File: src/rtl/mux_n_1_stream_arb.sv
// mux_n_1_stream_arb
//   N_CH-channel, WIDTH-bit streaming multiplexer with a registered output.
//   A channel is chosen either by a fixed select code (i_mode=0) or by
//   round-robin arbitration (i_mode=1). The round-robin scan starts one past
//   the last channel granted in round-robin mode.
//
// Ports
//   i_clk       clock, rising edge
//   i_rst       synchronous active-high reset
//   i_en        enable; low blocks new accepts, output may still drain
//   i_mode      0 = fixed select, 1 = round-robin
//   i_sel_code  channel index used in fixed mode
//   i_code      packed channel data, channel k = [k*WIDTH +: WIDTH]
//   i_valid     per-channel valid
//   o_ready     per-channel accept strobe (one-hot or zero)
//   o_code      registered output data
//   o_ch        channel index that sourced o_code
//   o_valid     output valid
//   i_ready     downstream ready
module mux_n_1_stream_arb #(
  parameter int WIDTH = 8,
  parameter int N_CH  = 4,
  parameter int SEL_W = 2
) (
  input  logic                  i_clk,
  input  logic                  i_rst,
  input  logic                  i_en,
  input  logic                  i_mode,
  input  logic [SEL_W-1:0]      i_sel_code,
  input  logic [N_CH*WIDTH-1:0] i_code,
  input  logic [N_CH-1:0]       i_valid,
  output logic [N_CH-1:0]       o_ready,
  output logic [WIDTH-1:0]      o_code,
  output logic [SEL_W-1:0]      o_ch,
  output logic                  o_valid,
  input  logic                  i_ready
);

  logic [SEL_W-1:0] rr_last;
  logic             grant_vld;
  logic [SEL_W-1:0] grant_idx;
  logic [WIDTH-1:0] grant_data;
  logic             load;
  logic             xfer;

  // Output register can take a new word when it is empty or being popped.
  assign load = i_en & ~i_rst & (~o_valid | i_ready);
  assign xfer = load & grant_vld;

  always_comb begin : grant_sel
    int unsigned idx;
    idx       = 0;
    grant_vld = 1'b0;
    grant_idx = '0;
    if (!i_mode) begin
      // Loop compare keeps out-of-range select codes from indexing i_valid.
      for (int unsigned k = 0; k < N_CH; k++) begin
        if (32'(i_sel_code) == k && i_valid[k]) begin
          grant_vld = 1'b1;
          grant_idx = i_sel_code;
        end
      end
    end else begin
      // Scan offsets 1..N_CH from rr_last; offset N_CH revisits rr_last itself.
      for (int unsigned off = 1; off <= N_CH; off++) begin
        idx = (32'(rr_last) + off) % N_CH;
        if (!grant_vld && i_valid[idx]) begin
          grant_vld = 1'b1;
          grant_idx = SEL_W'(idx);
        end
      end
    end
  end

  always_comb begin
    grant_data = '0;
    o_ready    = '0;
    for (int unsigned k = 0; k < N_CH; k++) begin
      if (32'(grant_idx) == k) begin
        grant_data = i_code[k*WIDTH +: WIDTH];
        o_ready[k] = xfer;
      end
    end
  end

  always_ff @(posedge i_clk) begin
    if (i_rst) begin
      o_valid <= 1'b0;
      o_code  <= '0;
      o_ch    <= '0;
      rr_last <= SEL_W'(N_CH - 1);
    end else if (xfer) begin
      o_valid <= 1'b1;
      o_code  <= grant_data;
      o_ch    <= grant_idx;
      if (i_mode) begin
        rr_last <= grant_idx;
      end
    end else if (o_valid && i_ready) begin
      // Pop with nothing to replace it: covers both "no grant" and i_en low.
      o_valid <= 1'b0;
    end
  end

endmodule

File: config.mk
export PLATFORM = sky130hd
export DESIGN_NAME = mux_n_1_stream_arb
export DESIGN_NICKNAME = d
export VERILOG_FILES = /design/src/rtl/mux_n_1_stream_arb.sv
export SDC_FILE = /design/constraint.sdc
export NUM_CORES = 1
export LEC_CHECK = 0
export CAP_MARGIN = 10
export CORE_ASPECT_RATIO = 0.9
export CORE_UTILIZATION = 36
export DETAILED_ROUTE_END_ITERATION = 10
export PLACE_DENSITY_LB_ADDON = 0.12
export SYNTH_ARGS = -nofsm -noshare
export SYNTH_HDL_FRONTEND = slang
export SYNTH_SLANG_ARGS = --single-unit
File: constraint.sdc
create_clock -name i_clk -period 1.9 [get_ports i_clk]
set_input_delay 0.38 -clock i_clk [delete_from_list [all_inputs] [get_ports i_clk]]
set_output_delay 0.38 -clock i_clk [all_outputs]
set_load 0.01 [all_outputs]
* Word level (Yosys, flattened, before mapping)
Cells that the tools add are included.
** Operators by class
- Magnitude comparators :: 4
- Div/mod/pow operators :: 0
- Add/subtract/negate cells :: 4
- Bitwise gates (word level) :: 6
- Shift operators :: 0
- Reduce and logical (&&, ||, !) cells :: 15
- Eq/ne operators :: 6
- Multipliers :: 0
- Multiplexer cells :: 39
** Operators by type and width (count)
- 8-bit 2-to-1 mux :: 4
- 1-bit 2-to-1 mux :: 22
- 2-bit 2-to-1 mux :: 9
- 2-bit by 3-bit < comparator with 1-bit output (second input constant) :: 4
- 1-bit binary-select mux with 2-bit select :: 4
- 2-bit equality test (second input constant) :: 4
- 1-bit logical AND :: 8
- 2-bit by 1-bit adder with 2-bit output (second input constant) :: 2
- 2-bit adder (second input constant) :: 2
- 2-bit by 1-bit equality test with 1-bit output (second input constant) :: 2
- 2-bit logical NOT :: 2
- 1-bit AND :: 3
- 1-bit logical NOT :: 3
- 1-bit inverter :: 2
- 2-bit AND reduction :: 1
- 2-bit nonzero test :: 1
- 1-bit OR :: 1
** Storage, ports and cells
- Register bits :: 13
- Output and inout port bits :: 15
- Bits of input ports :: 43
- Memory bits (writable) :: 0
- Latch bits :: 0
- Memories :: 0
- Word-level logic and storage cells :: 78
- Memory bits (read-only) :: 0

* Longest topological paths before layout
Gate-level depths: netlist of the first run.
- Depth in word-level cells :: 22
- Mapped depth :: 7
- Mapped depth without buffers :: 5

* Worst setup path after synthesis of the first run
Ideal clock, no wire load.
- Path kind :: input port to output port
- From :: input i_valid[3]
- To :: output o_ready[0]
- Arrival :: 1.597 ns
- Data required time :: 1.520 ns
- Stages :: 6
- Path buffers :: 2
- Setup slack :: -0.077 ns
- Cells stage by stage :: buf_4 -> mux2_2 -> a21oi_1 -> a31oi_4 -> buf_4 -> nor3_1
** Between the ends
- Word-level cells in the longest chain between the ends :: 18
- Elaborated cells on any way between the ends :: 33
- Classes of those cells :: mux (24); bitwise (1); reduce/logical (8)
** RTL lines
- start, declared :: line 31 : input logic [N_CH-1:0] i_valid,
- 1-bit binary-select mux with 2-bit select :: line 67 : if (!grant_vld && i_valid[idx]) begin
- 1-bit 2-to-1 mux (implied by the code) :: line 67
- 1-bit 2-to-1 mux :: line 67
- 1-bit 2-to-1 mux :: line 55 : if (!i_mode) begin
- 1-bit logical NOT :: line 67
- 1-bit logical AND :: line 67
- 1-bit 2-to-1 mux :: line 67
- 1-bit 2-to-1 mux :: line 55
- [... 2 more ...]
- 1-bit 2-to-1 mux :: line 67
- 1-bit 2-to-1 mux :: line 55
- 1-bit logical NOT :: line 67
- 1-bit logical AND :: line 67
- 1-bit 2-to-1 mux or 2-bit 2-to-1 mux (tied branches) :: line 67
- 1-bit 2-to-1 mux or 2-bit 2-to-1 mux (tied branches) :: line 55
- 1-bit AND or 2-bit logical NOT (tied branches) :: line 48, 79
- 1-bit 2-to-1 mux (*) :: line 79 : if (32'(grant_idx) == k) begin
- end, declared :: line 32 : output logic [N_CH-1:0] o_ready,
Every way passes the cells marked *; elsewhere a longest branch is shown, timed or not. The select of a mux whose other input is x is not followed.

* Worst setup path after layout of the first run
- From :: input i_sel_code[0]
- To :: output o_ready[0]
** Between the ends
- Word-level cells in the longest chain between the ends :: 9
- Elaborated cells on any way between the ends :: 21
- Classes of those cells :: eq/ne (3); mux (11); bitwise (1); reduce/logical (6)
** RTL lines
- start, declared :: line 29 : input logic [SEL_W-1:0] i_sel_code,
- 2-bit logical NOT :: line 58 : if (32'(i_sel_code) == k && i_valid[k]) begin
- 1-bit logical AND :: line 58
- 1-bit 2-to-1 mux or 2-bit 2-to-1 mux (tied branches) (4 in a row) :: line 58
- 1-bit 2-to-1 mux or 2-bit 2-to-1 mux (tied branches) :: line 55
- 1-bit AND or 2-bit logical NOT (tied branches) :: line 48, 79
- 1-bit 2-to-1 mux (*) :: line 79
Every way passes the cells marked *; elsewhere a longest branch is shown, timed or not.

==> results.md, run 1 <==
* Final Skew at around 3.5 ps
* # hold bufs at CTS at 0
* Adder-cell share of the synthesized area at 0%
* Initial antenna violation count at 0
* CTS root buffer: clkbuf_4
* Met2 WL post-DR at just under 2 mm
* CTS Buf Count at 3
* Unrepaired setup endpoints after global routing: true
* CP Class: in -> out
* Outcome: finished with violations
* Die ar. at approximately 0.0033 mm2
* Final setup fails at 10
* Failing checks: setup timing
* Clock sinks at 13
* Post-Synth XOR/XNOR Area at 0%
* Remaining DRCs at 0
* Global-route wire length before repair at roughly 5.0 mm
* Vias per cell at 5.12
* Die Width at ~60 um
* Final wirelength at about 3.7 mm
* Asr flop ratio synth at 0%
* PD cells at around 440 mW/mm2
* Worst path cell trace: dlygate4sd2_1, mux2i_1, or3_4, a31oi_4, buf_4, inv_2, nor3_2, buf_2
* CP max stage cell: or3_4
* Filler cells at around 240
* Post-synthesis simple-gate area fraction at roughly a fifth
* CTS H-Tree Depth at 1
* CTS tree: built
* Initial core utilization at 39.2%
* Post-route ant nets at 0
* Gr ovfl total at 0
* Area grow syn2layout at 83.1%
* Layout Nets at 250
* VDD IR-drop max at 0.000485 V
* Clock transition at path regs at 90 ps
* Leakage at a little under 0.9 nW
* Max_slew headroom at around 78%
* Worst Setup Slack, final at -239 ps
* Post-Synthesis Cells at 119
* Synth Area in Compound Gates at between 20% and 30%
* Met1 WL at between 1.5 and 2 mm
* Via count at roughly 1,300
* Mapped cell area at roughly 0.0011 mm2
* Port buffer count at 57
* YS warnings at 0
* Main combinational cell family by area after synthesis: compound AO/OA/AOI/OAI gates
* Placement Cell Area at ~0.0019 mm2
* CP delay by family, top: buffers and inverters
* Router iterations before antenna repair at 4
* Crit path max fanout at 4
* Required time of the critical path at about 1500 ps
* Share of layout cells above drive strength 1 at 40.8%
* Actual slew at the worst max-slew pin at between 300 and 400 ps
* Yosys top cell area share at between 20% and 30%
* HP Class: reg -> reg
* DR top layer: met4
* GRT Total Usage at between 20% and 30%
* Worst skew pair latency at around 280 ps
* Register area share after synthesis at about a quarter
* Post-Syn Nets at roughly 160
* Final slew viol count at 0
* CP endpoint kind: output port
* Routed met3 length at around 230 um
* #FFs+latches synth at 13
* Final hold viol count at 0
* Multiplexer share of the synthesized area at between 10% and 20%
* WP buf/inv at 4
* Arrival time worst endpoint at approximately 1800 ps
* Largest area contributor in the netlist: dfxtp_1
* Period utilization at 113%
* Max cap viols at 0
* Crit path time final at ~2100 ps
* Vias in the first global route at ~1,200
* Antenna cells at 0
* Top-count cell post-synth: mux2i_1
* Synth Flop Type: dfxtp_1
* Post-DP HPWL at 2.69 mm
* Io pins at slightly below 60
* CP peak stage delay at around 350 ps
* Row Count at 18
* Placeable Area at about 0.0028 mm2
* Synth top area cells: dfxtp_1 23%, mux2i_1 15%, a221oi_2 11%, buf_6 5.1%, o21ai_0 4.9%
* Post-synth top cells: 17 x mux2i_1, 13 x dfxtp_1, 11 x o21ai_0
* Design area at between 0.002 and 0.0025 mm2
* DP Worst Slack at -969 ps
* Cell variety after synth at 37
* Mapped Avg Cell Area at between 9 and 10 um2
* Hold Worst Slack at ~530 ps
* Number of flops mapped to enable cells by yosys at 0
* Iteration-0 DRC Markers at 38
* DIE HEIGHT at between 50 and 60 um
* Largest net degree at the start of global routing at 14
* Clk buf depth at 2
* Routability congestion estimate at about 0.83
* WL/cell at between 15 and 20 um
* Fmax at about 0.47 GHz
* Worst setup SP type: input port
==> cells by family (layout without fill, tap and decap cells) <==
logic type	after synthesis	after routing
muxes	20	20
AOI/OAI and AO/OA	35	35
DFF	13	13
and+or+nand+nor	37	37
buffers and inverters	14	101
==> worst min-delay path, stage by stage (launching register included) <==
cell and delay (ps):
dfxtp_1 330, mux2i_1 120, nor2_1 50
==> cell usage in the layout (no fill, tap or decap), types with 4 or more instances in the layout <==
cell             Yosys  routed
clkdlybuf4s50_1      0      46
buf_4                3      32
buf_6                5       5
dfxtp_1             13      11
nor2_1               7       7
o21ai_0             11      10
mux2i_2              0       4
mux2i_1             17      12
nand2b_1             5       5
a21oi_1              7       6
nand2_1              5       5
a221oi_2             8       8
inv_1                4       4
==> power by group <==
group | leakage (nW) | switching (mW) | total, mW | internal [mW]
combinational | 0.758 | 0.174 | 0.421 | 0.247
clock | 0.0177 | 0.0979 | 0.176 | 0.0781
sequential | 0.106 | 0.0115 | 0.301 | 0.289
total | 0.881 | 0.283 | 0.898 | 0.614
==> per-layer routing <==
layer,GRT usage [%],vias to the layer above
li1,-,623
met1,24.5,581
met2,37.5,49
met3,5.44,6
met4,6.44,0
met5,0,-
==> timing repair <==
action / in CTS / in global routing
pin swaps: 6 / 5
endpoints found under the setup margin: 14 / 12
resized for setup: 39 / 17
setup buffers: 4 / 4
==> sequential cells by signal (all words and copies together), names as in the netlist <==
signal and count:
o_valid 1, o_code 8, o_ch 2, rr_last 2
==> metrics by stage <==
stage          util [%]  total power, mW  setup TNS, ps  instances
6_report           71.8            0.898          -1070        246
5_1_grt            71.8            0.951          -1740        246
4_1_cts            69.3            0.872          -1120        242
3_5_place_dp       66.5            0.680         -10100        234
3_3_place_gp       66.5            0.671          -8990        234
2_1_floorplan         -            0.494          -12.1        119
==> path summary, 6_finish.rpt <==
| check | start | end | slack, ps | cells after the start |
|---|---|---|---|---|
| hold / removal | o_ch[0] | o_ch[0] | 530 | 2 |
| hold reg to reg | o_ch[0] | o_ch[0] | 530 | 2 |
| setup reg to reg | rr_last[1] | o_code[7] | -60 | 8 |
| setup / recovery | i_sel_code[0] | o_ready[0] | -240 | 8 |
==> layout make-up <==
class	count	area (um2)	share of cell area, %
Multi-Input combinational cell	92	841	41.3
Timing Repair Buffer	92	835	41.0
Sequential cell	13	265	13.0
Tap cell	40	50.0	2.46
Clock buffer	3	22.5	1.11
Inverter	5	18.8	0.921
Clock inverter	1	5.00	0.246
(Power assumes the default switching activity.)
==> inputs of run 2 (changes only) <==
--- a/config.mk
+++ b/config.mk
@@ -5,9 +5,10 @@
 export SDC_FILE = /design/constraint.sdc
 export NUM_CORES = 1
 export LEC_CHECK = 0
+export ABC_AREA = 1
 export CAP_MARGIN = 10
 export CORE_ASPECT_RATIO = 0.9
-export CORE_UTILIZATION = 36
+export CORE_UTILIZATION = 37
 export DETAILED_ROUTE_END_ITERATION = 10
 export PLACE_DENSITY_LB_ADDON = 0.12
 export SYNTH_ARGS = -nofsm -noshare
==> run 2 against run 1 <==
Net effect: the flow still finishes with violations (setup timing); fmax shrank 5.2%; largest cell class unchanged; register-to-register slack lost 30 ps; combinational power grew 22%; via count grew 24%; die area grew 5.1%; setup slack lost 120 ps; largest power group unchanged.
==> results.md, run 2 <==
* Critical Path Start: rr_last[0]
* Biggest regs: o_code x8, o_ch x2, rr_last x2
* CP peak stage delay at around 350 ps
* Actual slew at the worst max-slew pin at ~210 ps
* CP max stage cell: dfxtp_2
* Hold Worst Slack at between 400 and 500 ps
* NetSw at 371 uW
* Die Width at around 62 um
* DIE HEIGHT at 56.1 um
* Most used cell, CP: nand2_2
* Synth Flop Type: dfxtp_1
* Router iterations before antenna repair at 4
* PD cells at 477 mW/mm2
* Post-Synthesis Cells at ~210
* Clk buf depth at 2
* Synth top area cells: dfxtp_1 22%, nand2_1 21%, nand3_1 13%, inv_1 4.7%, nor2_1 4.4%
* Iteration-0 DRC Markers at 64
* Share of layout cells above drive strength 1 at between 30 and 40%
* Failing checks: setup timing
* Vias per cell at about 4.7
* Post-route ant nets at 0
* Final setup fails at 12
* Number of flip-flops under the largest register name at 8
* Global-route wire length before repair at 6.00 mm
* CTS Buf Count at 3
* Total Neg Setup Slack at -1840 ps
* CTS root buffer: clkbuf_4
* Row Count at 19
* # hold bufs at CTS at 0
* CTS tree: built
* Fmax at between 0.4 and 0.5 GHz
* Commonest non-fill, non-tap cells in the layout: 54 x nand2_1, 47 x clkdlybuf4s50_1, 30 x nand3_1, 28 x buf_4, 17 x nand2_2
* CP endpoint kind: output port
* HP Class: reg -> reg
* Net Sw Frac at ~37%
* Final Skew at about 2.7 ps
* Routability congestion estimate at around 0.9
* RR Startpoint: rr_last[0]
* Post-synth top cells: 67 x nand2_1, 32 x nand3_1, 15 x inv_1
* Outcome: finished with violations
* #FFs+latches synth at 13
* Number of flops mapped to enable cells by yosys at 0
* Reg2Reg Capture Point: o_code[0]
* Largest net degree at the start of global routing at 21
* Clock transition at path regs at 90 ps
* Top-count cell post-synth: nand2_1
* VDD IR-drop max at 0.000249 V
* Internal power at between 600 and 700 uW
* Via count at 1,559
* Post-DP HPWL at ~2.7 mm
* Crit path max fanout at 9
* Layout Nets at around 330
* Antenna cells at 0
* Initial antenna violation count at 0
* YS warnings at 0
* Worst Setup Slack, final at -357 ps
* Remaining DRCs at 0
* Port buffer count at 57
* Top reg by flops: o_code
* WL/cell at ~11 um
* Max_slew headroom at 86.0%
* Crit path to: o_ready[2]
* Final hold viol count at 0
* Worst r2r path cells at 17
* Final slew viol count at 0
* Max cap viols at 0
* Worst path cell trace: buf_12, inv_8, nand2_1, nand2_2, nand2_2, nand2_4, nor2_4, nand3_2, nand2_2, nor2_2, nor2_4, nand2_2, nor2_2, buf_2
* Die ar. at ~0.0035 mm2
* Arrival time worst endpoint at around 1900 ps
* Asr flop ratio synth at 0%
* Clock sinks at 13
* Yosys top cell area share at a little over a fifth
* Io pins at 58
* Combinational share of power at between 50% and 60%
* Post-Syn Nets at 248
* Vias in the first global route at ~1,400
* Reg power frac at 30.0%
* Most common cell after layout, fill and taps aside: nand2_1
* GRT Total Usage at around 22%
* R2R Setup Slk at -90 ps
* Crit path time final at 2260 ps
* Required time of the critical path at between 1500 and 2000 ps
* Leakage at approximately 0.95 nW
* CTS H-Tree Depth at 1
* Initial core utilization at 39.2%
* Period utilization at 119%
* Mapped Avg Cell Area at a little under 6 um2
* Clock power share at 18.5%
* Worst setup SP type: flop
* Largest area contributor in the netlist: dfxtp_1
* Worst skew pair latency at 280 ps
* Gr ovfl total at 0
* Area grow syn2layout at 73.4%
* Mapped cell area at roughly 0.0012 mm2
* Register area share after synthesis at 21.6%
* Cell variety after synth at 26
* Unrepaired setup endpoints after global routing: true
* Final wirelength at around 3.6 mm
* CP Class: reg -> out
* Placeable Area at 0.00307 mm2
run 2: changes by cell type after synthesis, sizes merged, moves of 5 or more:
cell / delta
mux2i: -17
nand2: +69
a221oi: -8
nor2: +13
nand3: +31
nand2b: -5
inv: +14
nand3b: +5
run 2: area by class of cell:
cell class / instances / area, um2
timing repair buffer: 87 / 785
inverter: 23 / 93.8
fill: 283 / 980
sequential: 13 / 262
tap: 42 / 52.6
clock buffer: 4 / 26.3
multi-input combinational: 160 / 868
run 2: repair_timing:
action,in CTS,in global routing
buffers inserted,2,1
gates cloned,0,0
hold endpoints to repair,0,0
gates resized for setup,35,18
setup endpoints to repair,12,14
pin swaps,10,11
run 2: power groups by stage:
stage | registers, mW | clock network (mW) | logic, mW
2_1_floorplan | 0.311 | 0 | 0.268
3_3_place_gp | 0.305 | 0 | 0.479
3_5_place_dp | 0.305 | 0 | 0.482
4_1_cts | 0.299 | 0.189 | 0.492
5_1_grt | 0.301 | 0.206 | 0.561
6_report | 0.299 | 0.184 | 0.513
run 2: worst max-delay path, delay by kind of cell, from the launching register on:
| kind | cells | cell delay, ps |
|---|---|---|
| buf+inv | 3 | 300 |
| flops | 1 | 350 |
| simple gates | 11 | 950 |
run 2: kinds of logic (layout without fill, tap and decap cells):
logic type	after synthesis	count (layout)	share of synthesized area (%)
AND/OR/NAND/NOR	137	137	53.7
buffers and inverters	32	114	13.5
AO/OA/AOI/OAI	23	23	11.1
flip-flops	13	13	21.6
run 2: metrics by stage:
step	power, mW	utilization (%)	instance area (um2)	setup slack [ps]	cells
after floorplan	0.579	-	1210	-13.5	205
after global placement	0.784	64.5	1980	-869	322
after detailed placement	0.786	64.5	1980	-874	322
after CTS	0.979	66.2	2030	-343	328
after global routing	1.07	68.1	2090	-502	329
final	0.996	68.1	2090	-357	329
run 2: worst min path at each step:
| stage | from | end | slack, ps | cells past startpoint |
|---|---|---|---|---|
| 2_1_floorplan | o_ch[0] | o_ch[0] | 490 | 2 |
| 3_3_place_gp | o_code[3] | o_code[3] | 450 | 2 |
| 3_5_place_dp | o_ch[1] | o_ch[1] | 460 | 2 |
| 4_1_cts | o_ch[1] | o_ch[1] | 470 | 2 |
| 5_1_grt | o_code[3] | o_code[3] | 490 | 2 |
| 6_report | o_ch[0] | o_ch[0] | 470 | 2 |
run 2: routing by layer:
layer / share of wire [%] / track usage (%)
met5: 0 / 0
met4: 1.1 / 7.31
met3: 5.7 / 4.10
met2: 48 / 37.5
met1: 45 / 26.7
